File: src/rtl/rdata_lane_reducer.sv
// Purpose: sums all unsigned lanes of a programmed number of R-channel beats into one result.
// Latency: m_valid rises the cycle after the last beat; one beat per cycle while s_rvalid holds.
// Backpressure: s_rready only in ACCUM; result held until m_ready (RDATA_REDUCER_SATURATE_EN clamps).
module rdata_lane_reducer #(
    parameter int DATA_BITS  = 64,
    parameter int LANE_BITS  = 16,
    parameter int COUNT_BITS = 17,
    parameter int SUM_BITS   = 32
) (
    input  logic                  clock,
    input  logic                  resetn,
    input  logic                  cfg_start,
    input  logic [COUNT_BITS-1:0] cfg_count,
    output logic                  busy,
    input  logic                  s_rvalid,
    output logic                  s_rready,
    input  logic [DATA_BITS-1:0]  s_rdata,
    output logic                  m_valid,
    input  logic                  m_ready,
    output logic [SUM_BITS-1:0]   m_sum,
    output logic [COUNT_BITS-1:0] m_beats
);

    localparam int LANES  = DATA_BITS / LANE_BITS;
    localparam int LSUM_W = LANE_BITS + $clog2(LANES);

    typedef enum logic [1:0] {
        IDLE  = 2'd0,
        ACCUM = 2'd1,
        DONE  = 2'd2
    } state_t;

    state_t                state;
    logic [COUNT_BITS-1:0] remaining;
    logic [LSUM_W-1:0]     lane_sum;
    logic [SUM_BITS-1:0]   acc_next;
    logic                  beat;

    always_comb begin
        lane_sum = '0;
        for (int i = 0; i < LANES; i++) begin
            lane_sum = lane_sum + LSUM_W'(s_rdata[i*LANE_BITS +: LANE_BITS]);
        end
    end

`ifdef RDATA_REDUCER_SATURATE_EN
    // One extra bit above the wider operand catches the carry out for the clamp.
    localparam int ADD_W = ((SUM_BITS > LSUM_W) ? SUM_BITS : LSUM_W) + 1;
    logic [ADD_W-1:0] add_full;

    assign add_full = ADD_W'(m_sum) + ADD_W'(lane_sum);

    always_comb begin
        acc_next = add_full[SUM_BITS-1:0];
        if (add_full > ADD_W'({SUM_BITS{1'b1}})) begin
            acc_next = '1;
        end
    end
`else
    assign acc_next = m_sum + SUM_BITS'(lane_sum);
`endif

    assign beat = s_rvalid && s_rready;

    always_ff @(posedge clock or negedge resetn) begin
        if (!resetn) begin
            state     <= IDLE;
            busy      <= 1'b0;
            s_rready  <= 1'b0;
            m_valid   <= 1'b0;
            m_sum     <= '0;
            m_beats   <= '0;
            remaining <= '0;
        end else begin
            case (state)
                IDLE: begin
                    if (cfg_start) begin
                        m_sum     <= '0;
                        m_beats   <= '0;
                        remaining <= cfg_count;
                        busy      <= 1'b1;
                        if (cfg_count == '0) begin
                            state   <= DONE;
                            m_valid <= 1'b1;
                        end else begin
                            state    <= ACCUM;
                            s_rready <= 1'b1;
                        end
                    end
                end
                ACCUM: begin
                    if (beat) begin
                        m_sum     <= acc_next;
                        m_beats   <= m_beats + 1'b1;
                        remaining <= remaining - 1'b1;
                        if (remaining == COUNT_BITS'(1)) begin
                            state    <= DONE;
                            s_rready <= 1'b0;
                            m_valid  <= 1'b1;
                        end
                    end
                end
                DONE: begin
                    if (m_ready) begin
                        state   <= IDLE;
                        m_valid <= 1'b0;
                        busy    <= 1'b0;
                    end
                end
                default: begin
                    state    <= IDLE;
                    busy     <= 1'b0;
                    s_rready <= 1'b0;
                    m_valid  <= 1'b0;
                end
            endcase
        end
    end

endmodule

File: config.mk
export PLATFORM = sky130hd
export DESIGN_NAME = rdata_lane_reducer
export DESIGN_NICKNAME = d
export VERILOG_FILES = /design/src/rtl/rdata_lane_reducer.sv
export SDC_FILE = /design/constraint.sdc
export NUM_CORES = 1
export LEC_CHECK = 0
export CAP_MARGIN = 20
export CORE_MARGIN = 8
export CORE_UTILIZATION = 30
export DETAILED_ROUTE_END_ITERATION = 12
export SYNTH_ARGS = -nofsm -noshare
export SYNTH_HDL_FRONTEND = slang
export SYNTH_SLANG_ARGS = --single-unit
File: constraint.sdc
create_clock -name clock -period 3.16 [get_ports clock]
set_input_delay 0.316 -clock clock [delete_from_list [all_inputs] [get_ports clock]]
set_output_delay 0.316 -clock clock [all_outputs]
set_load 0.03 [all_outputs]
Word level (Yosys, flattened, before mapping)
Cells that the tools add are included.
- register bits: 71
- word-level logic and storage cells: 61
- add/subtract/negate cells: 6
- eq/ne operators: 9
- multiplexer cells: 28
- bitwise gates (word level): 2
- reductions and logical operators: 9
- operators with widths (cell ; number):
    $mux W17 ; 4
    $pmux W17 S2 ; 2
    $mux W32 ; 2
    $pmux W32 S2 ; 1
    $add A32 B18 Y32 ; 1
    $add A17 B16 Y18 ; 1
    $add A18 B16 Y18 ; 1
    $add A16 B16 Y17 ; 1
    $add A17 B1 Y17 const B ; 1
    $eq A17 B1 Y1 const B ; 1
    $logic_not A17 Y1 ; 1
    $sub A17 B1 Y17 const B ; 1
    $ne A2 B2 Y1 const B ; 6
    $mux W1 ; 10
    $mux W2 ; 5
    $reduce_and A5 Y1 ; 2
    $pmux W1 S3 ; 3
    $pmux W2 S3 ; 1
    $reduce_and A3 Y1 ; 2
    $reduce_and A4 Y1 ; 1
    $eq A2 B1 Y1 const B ; 1
    $eq A2 B2 Y1 const B ; 1
    $logic_not A2 Y1 ; 1
    $not A1 Y1 ; 2
    2 further kinds ; 2

Longest topological paths before layout
Gate-level depths: netlist of run 1.
- depth after elaboration: 6
- gate-level depth with buffers: 15
- mapped depth without buffers: 14

Worst setup path before layout of run 1
No wires, ideal clock.
- kind: input-to-reg
- start: input s_rdata[14]
- end: register m_sum[28]
- setup time: 78 ps
- arrival: 3844 ps
- slack: -762 ps
- stages on the path: 15
- path buffers: 1
- cells stage by stage: inv_1 > fa_1 > inv_1 > fa_1 > inv_1 > fa_1 > inv_1 > ha_1 > buf_2 > nand2_1 > o21a_1 > a21boi_1 > a2111o_1 > or4_1 > a21oi_1
- word-level cells in the longest chain between the ends: 6
- ends and longest elaborated chain (element ; RTL line ; source):
    start, declared ; 17 ; input logic [DATA_BITS-1:0] s_rdata,
    $add A16 B16 Y17 ; 42 ; lane_sum = lane_sum + LSUM_W'(s_rdata[i*LANE_BITS +: LANE_BITS]);
    $add A17 B16 Y18 ; 42 ;
    $add A18 B16 Y18 ; 42 ;
    $add A32 B18 Y32 ; 60 ; assign acc_next = m_sum + SUM_BITS'(lane_sum);
    $mux W32 ; 92 ; if (beat) begin
    $pmux W32 S2 ; 75 ; case (state)
    end signal, assigned ; 93 ; m_sum <= acc_next;
    end, declared ; 20 ; output logic [SUM_BITS-1:0] m_sum,
Every way passes these cells. The select of a mux whose other input is x is not followed.
A chain may end at the register's enable or synchronous reset.

Worst setup path after layout of run 1
- start: input s_rdata[7]
- end: register m_sum[24]
The elaborated chain is that of the path after synthesis.

==> Flow_metrics.wiki, run 1 <==
{| class="wikitable"
! Metric !! Value
|-
| Placeable core region || approximately 20000 sq um
|-
| Total half-perimeter wirelength after legalization and detailed placement || between 10000 and 15000 um
|-
| Later-pin clock latency in the skew report || roughly 0.34 ns
|-
| Final worst path period share || 113%
|-
| Gpl congestion || between 0.8 and 0.9
|-
| Sequential share of the synthesized area || between 20% and 30%
|-
| Reg area || 1780 sq um
|-
| Area growth, synth to finish || 54.1%
|-
| # hold bufs at CTS || 0
|-
| Setup repair after global routing missed its margin || true
|-
| Nature of the critical path endpoint || flop
|-
| Distinct cell type count after synthesis || between 50 and 60
|-
| Number of synthesized flops with an enable pin || 0
|-
| Width of the die || 158 um
|-
| Largest net degree at the start of global routing || between 70 and 80
|-
| Part of the total power dissipated in the clock network || between 10% and 20%
|-
| Detailed Routing Iterations Pass 1 || 4
|-
| Final worst clock skew || about 0.0071 ns
|-
| Maximum clock path buffer count || 2
|-
| Reg2Reg Launch Point || m_sum[7]
|-
| Setup violations, final || 26
|-
| Floorplan die area || approximately 25000 sq um
|-
| Number of clock sinks || 71
|-
| Critical Path Source || s_rdata[7]
|-
| Fraction of power consumed by sequential logic || approximately 14%
|-
| Number of global-route vias before repair || 5990
|-
| Min-Delay Path Class || in2async
|-
| Die Y-Extent || 158 um
|-
| Violated checks || setup timing
|-
| Fmax achieved || about 280 MHz
|-
| Arrival time of the worst setup path || approximately 3.8 ns
|-
| Synth async-reset ratio || 100%
|-
| Req. time, crit path || roughly 3.4 ns
|-
| Number of cells on the worst reg-to-reg path || 11
|-
| Peak ir drop on the vdd network || ~0.55 mV
|-
| Non-Filler Instances || 1220
|-
| Areal power density over the cells || about 1100 nW/um^2
|-
| Area of combinational cells with multiple inputs || 4290 sq um
|-
| Vias || approximately 5900
|-
| Mapped cell area || 6090 sq um
|-
| Outcome || finished with violations
|-
| Area share of the leading cell type in the synthesized netlist || slightly below 30%
|-
| Worst-margin pin slew || between 0.9 and 1 ns
|-
| DRC errors left || 0
|-
| Routed length per placed instance || 15.1 um
|-
| I/O pin total || roughly 140
|-
| Remaining antenna violation count after routing || 0
|-
| Number of placed instances, taps included || around 1200
|-
| Switching component of the power || 4.81 mW
|-
| Crit-path max FO || 5
|-
| CP Launch Type || input port
|-
| DRT iter0 DRCs || between 200 and 250
|-
| Initial core utilization || between 30 and 40%
|-
| Net count reported at finish || between 1000 and 1500
|-
| Standard-cell row count || 52
|-
| Hold Violations, Final || 0
|-
| Most area-consuming cells after synthesis || dfrtp_1, fa_1, inv_1
|-
| Commonest non-fill, non-tap cell in the layout || inv_1
|-
| Sw frac || 45.1%
|-
| Clock tree from TritonCTS || built
|-
| Most used flip-flop cell after synthesis || dfrtp_1
|-
| Clock H-tree levels || 3
|-
| Average footprint of a synthesized cell || about 8.3 sq um
|-
| Inserted Clock Buffers || 9
|-
| Initial antenna violation count || 0
|-
| Commonest cells after routing, fill and taps aside || inv_1, clkdlybuf4s50_1, dfrtp_1
|-
| Final-report max-slew violation count || 0
|-
| Leakage power summed over all cells || roughly 4.2 nW
|-
| Nets in the synthesized netlist || between 800 and 900
|-
| Cells after Synth || about 730
|-
| Wire length reported by the detailed router || about 18000 um
|-
| Relative contribution of combinational cells to total power || between 70 and 80%
|-
| Max_cap viols || 0
|-
| Relative slew margins || about a third
|-
| Combined global-route utilization of all metal layers || about 15%
|-
| Register clock-pin slew on the reported worst setup and hold paths || approximately 0.07 ns
|-
| Period minus WS final || 3.56 ns
|-
| Min setup slack post-route || -0.400 ns
|-
| TNS Setup || -6.24 ns
|-
| Share of post-route cells with drive strength above 1 || between 20% and 30%
|-
| Post-synthesis cell type with the largest combined area || dfrtp_1
|-
| Root Driver || clkbuf_16
|-
| Post-synthesis register bit count || 71
|-
| Final global-route overflow total || 0
|-
| Number of diodes added for antenna fixing || 0
|-
| Routed vias/inst || 4.80
|-
| Internal Pwr Total || ~5.8 mW
|-
| Fill count || between 1500 and 2000
|-
| Critical setup path kind || in2reg
|-
| Number of port buffers || 137
|-
| Yosys synthesis warning count || 0
|-
| Global-route wire length before repair || around 30000 um
|}
[per-layer routing]
layer / GRT usage, % / vias to the layer above / routed length [um]
li1: - / 2856 / -
met1: 19.1 / 2827 / 8010
met2: 24.7 / 156 / 9000
met3: 3.07 / 18 / 1130
met4: 4.58 / 0 / 294
met5: 0 / - / 0
[sequential cells by signal (all words and copies together) (netlist names)]
register	cells
s_rready	1
state	2
busy	1
m_sum	32
m_valid	1
remaining	17
m_beats	17
[layout make-up]
cell class                      count  share of cell area [%]
Multi-Input combinational cell    477                    45.7
Timing Repair Buffer              224                    21.4
Sequential cell                    71                    18.9
Inverter                          162                    6.90
Tap cell                          270                    3.60
Clock buffer                        9                    2.40
Clock inverter                      7                    1.09
[power groups by stage]
stage	Clock, mW	Sequential, mW	Combinational, mW
6_report	1.15	1.44	8.06
3_5_place_dp	0	1.46	6.15
3_3_place_gp	0	1.45	6.12
4_1_cts	1.17	1.45	7.12
2_1_floorplan	0	1.70	3.88
5_1_grt	1.21	1.50	8.80
[path summary, 6_finish.rpt]
check	end	slack [ns]
worst max-delay path	m_sum[24]	-0.40
worst min-delay path	m_sum[2]	0.13
worst max register to register	m_sum[24]	0.29
worst min register to register	m_sum[3]	0.51
max in group asynchronous	m_beats[5]	2.39
min in group clock	m_sum[3]	0.51
[through the flow]
step	area [sq um]	hold slack (ns)	setup WS, ns	util (%)	total power, mW
floorplan	6450	0.0204	-0.545	-	5.58
global placement	8480	0.487	-1.17	42.2	7.57
detailed placement	8480	0.505	-1.22	42.2	7.61
CTS	9070	0.187	-0.423	45.1	9.74
global route	9390	0.228	-0.512	46.7	11.5
finish	9390	0.132	-0.400	46.7	10.7
[synthesized netlist by cell type, types with 17 or more instances]
cell and number:
inv_1 162, dfrtp_1 71, a21oi_1 60, nand2_1 50
fa_1 47, nor2_1 47, o21ai_0 42, ha_1 26
nand3_1 19, clkbuf_1 17, nand4_1 17, nor3_1 17
[timing repair]
action | 4_1_cts | 5_1_grt
gates resized for setup | 206 | 49
pin swaps | 111 | 69
setup endpoints to repair | 29 | 27
buffers inserted | 13 | 21
[critical path: stages]
cell      delay [ns]
buf_6           0.09
inv_8           0.03
fa_1            0.52
inv_1           0.05
fa_1            0.47
inv_1           0.05
fa_1            0.49
inv_2           0.05
ha_4            0.22
a211o_1         0.32
a211oi_2        0.30
nor2_4          0.11
nor4b_4         0.40
buf_4           0.19
or3_1           0.12
a21oi_2         0.06
[cell families (layout without fill, tap and decap cells)]
kind of cell             Yosys count  in the layout  synth area share, %
multiplexers                       8              8                 1.31
adder cells (fa/ha/maj)           73             73                 20.8
AND/OR/NAND/NOR                  202            202                 16.7
flip-flops                        71             71                 29.2
AO/OA/AOI/OAI                    170            170                 17.2
XOR/XNOR                          24             24                 3.45
buffers and inverters            184            402                 11.4
No activity file was read; power rests on OpenSTA's default activity.
==> inputs of run 2 (changes only) <==
CORE_UTILIZATION = 50   (was 30)
DONT_BUFFER_PORTS = 1   (was default)
==> Flow_metrics.wiki, run 2 (synthesized netlist as in run 1, its figures left out) <==
{| class="wikitable"
! Metric !! Value
|-
| Worst min-delay path endpoint || remaining[0]
|-
| Worst hold-check slack || around 0.13 ns
|-
| Register with the highest flop count || m_sum
|-
| Final worst clock skew || between 0.009 and 0.01 ns
|-
| Commonest non-fill, non-tap cell in the layout || inv_1
|-
| Number of port buffers || 0
|-
| Max_cap viols || 0
|-
| Wire length reported by the detailed router || 16100 um
|-
| Floorplan die area || 16000 sq um
|-
| Outcome || finished with violations
|-
| Share of post-route cells with drive strength above 1 || a little under a quarter
|-
| Routed length per placed instance || around 17 um
|-
| Crit-path max FO || 4
|-
| Relative slew margins || approximately 40%
|-
| Leakage power summed over all cells || between 3 and 4 nW
|-
| Initial antenna violation count || 0
|-
| Post-layout util || 64.6%
|-
| Detailed Routing Iterations Pass 1 || 5
|-
| TNS Setup || -3.39 ns
|-
| Combined global-route utilization of all metal layers || roughly a fifth
|-
| Arrival time of the worst setup path || approximately 3.7 ns
|-
| Final-report max-slew violation count || 0
|-
| Total half-perimeter wirelength after legalization and detailed placement || ~12000 um
|-
| Gpl congestion || approximately 0.9
|-
| CP Launch Type || input port
|-
| Final global-route overflow total || 0
|-
| Final worst path period share || 109%
|-
| Routed vias/inst || between 5 and 6
|-
| Areal power density over the cells || roughly 1200 nW/um^2
|-
| Reg2Reg Launch Point || m_sum[17]
|-
| Min-delay src || cfg_count[0]
|-
| CP dominant cell by count || fa_1
|-
| Die Y-Extent || between 100 and 150 um
|-
| Critical setup path kind || in2reg
|-
| Maximum clock path buffer count || 2
|-
| Largest net degree at the start of global routing || 72
|-
| Hold Violations, Final || 0
|-
| DRT iter0 DRCs || about 280
|-
| Violated checks || setup timing
|-
| Req. time, crit path || about 3.4 ns
|-
| Placeable core region || between 10000 and 15000 sq um
|-
| Nature of the critical path endpoint || flop
|-
| Root Driver || clkbuf_16
|-
| Worst hold path stage count || 2
|-
| Later-pin clock latency in the skew report || roughly 0.35 ns
|-
| Fmax achieved || between 200 and 300 MHz
|-
| Global-route wire length before repair || about 27000 um
|-
| Register clock-pin slew on the reported worst setup and hold paths || roughly 0.060 ns
|-
| List of cells traversed by the critical path || inv_8, fa_1, inv_2, fa_1, inv_1, fa_1, inv_2, ha_4, a21oi_2, nand4b_1, buf_6, a2111oi_4, o21ai_2, a2111o_1, o21ai_1
|-
| Clock tree from TritonCTS || built
|-
| Clock H-tree levels || 3
|-
| Stage delay of the slowest cell on the critical path || between 0.5 and 0.6 ns
|-
| Width of the die || about 130 um
|-
| I/O pin total || 138
|-
| Period minus WS final || approximately 3.5 ns
|-
| Vias || 5400
|-
| Remaining antenna violation count after routing || 0
|-
| Number of global-route vias before repair || 5645
|-
| Standard-cell row count || 40
|-
| DRC errors left || 0
|-
| Area growth, synth to finish || 26.8%
|-
| Worst-margin pin slew || 0.888 ns
|-
| Register-to-register setup slack || 0.29 ns
|-
| Post-place setup slack || -0.655 ns
|-
| Top Registers || m_sum: 32 flops, m_beats: 17 flops, remaining: 17 flops
|-
| Setup violations, final || 23
|-
| Slowest CP cell || fa_1
|-
| Net count reported at finish || between 900 and 1000
|-
| Inserted Clock Buffers || 9
|-
| Number of cells on the worst reg-to-reg path || 9
|-
| Min-Delay Path Class || in2reg
|-
| Setup repair after global routing missed its margin || true
|-
| Number of clock sinks || 71
|-
| Commonest cells after routing, fill and taps aside || inv_1, buf_4, dfrtp_1
|-
| Flip-flop count of the largest register after layout || 32
|-
| Number of diodes added for antenna fixing || 0
|-
| Reg2Reg Capture Point || m_sum[28]
|-
| Min setup slack post-route || -0.290 ns
|-
| Initial core utilization || slightly above 50%
|-
| Peak ir drop on the vdd network || 1.05 mV
|}
==> run 2: cell types whose count changed in the layout (fill, tap and decap cells not counted), sizes merged <==
| cell | delta |
|---|---|
| buf | -29 |
| clkdlybuf4s15 | -7 |
| dlygate4sd3 | +1 |
| dlygate4sd2 | -16 |
| clkinv | +1 |
| clkdlybuf4s50 | -88 |
| inv | -2 |
==> run 2: how the worst max path moves through the flow <==
stage / start / to / slack [ns] / cells after the start
finish: s_rdata[2] / m_sum[30] / -0.29 / 15
global route: s_rdata[2] / m_sum[30] / -0.42 / 15
CTS: s_rdata[2] / m_sum[22] / -0.26 / 15
detailed placement: s_rdata[14] / m_sum[19] / -0.65 / 15
global placement: s_rdata[14] / m_sum[19] / -0.60 / 15
floorplan: s_rdata[14] / m_sum[28] / -0.55 / 15
==> run 2: power by group <==
part           leakage [nW]  internal [mW]  switching, mW
sequential            0.905           1.18          0.425
combinational          2.57           3.23           3.52
clock                 0.151          0.685          0.414
==> run 2: routing by layer <==
metal  GRT usage [%]  vias to the layer above  wire length (um)
met3            7.25                       18              1200
met2            35.5                      157              8150
met1            24.1                     2652              6550
met4            6.37                        0               240
met5               0                        -                 0
li1                -                     2573                 -
==> run 2: timing repair <==
item	CTS	global route
endpoints found under the setup margin	22	25
hold buffers	2	0
buffers inserted	5	2
endpoints found under the hold margin	71	0
resized for setup	36	14
pin swaps	24	9
==> run 2: worst max-delay path: cells and delay by family <==
family	cells	cell delay (ns)
adder cells (fa/ha/maj)	4	1.79
AND/OR/NAND/NOR	1	0.20
AO/OA/AOI/OAI	5	1.10
buffers and inverters	5	0.32
==> run 2: layout make-up <==
| class | instances | area, sq um |
|---|---|---|
| Multi-Input combinational cell | 477 | 4130 |
| Inverter | 162 | 646 |
| Fill cell | 1017 | 4240 |
| Tap cell | 147 | 184 |
| Timing Repair Buffer | 85 | 683 |
| Clock buffer | 9 | 225 |
| Clock inverter | 6 | 86.3 |
| Sequential cell | 71 | 1780 |
==> run 2: stage by stage <==
stage / cells / area (sq um) / total power [mW]
6_report: 957 / 7730 / 9.45
5_1_grt: 957 / 7730 / 10.2
4_1_cts: 955 / 7630 / 9.23
3_5_place_dp: 933 / 7100 / 7.49
3_3_place_gp: 933 / 7100 / 7.36
2_1_floorplan: 732 / 6450 / 5.58
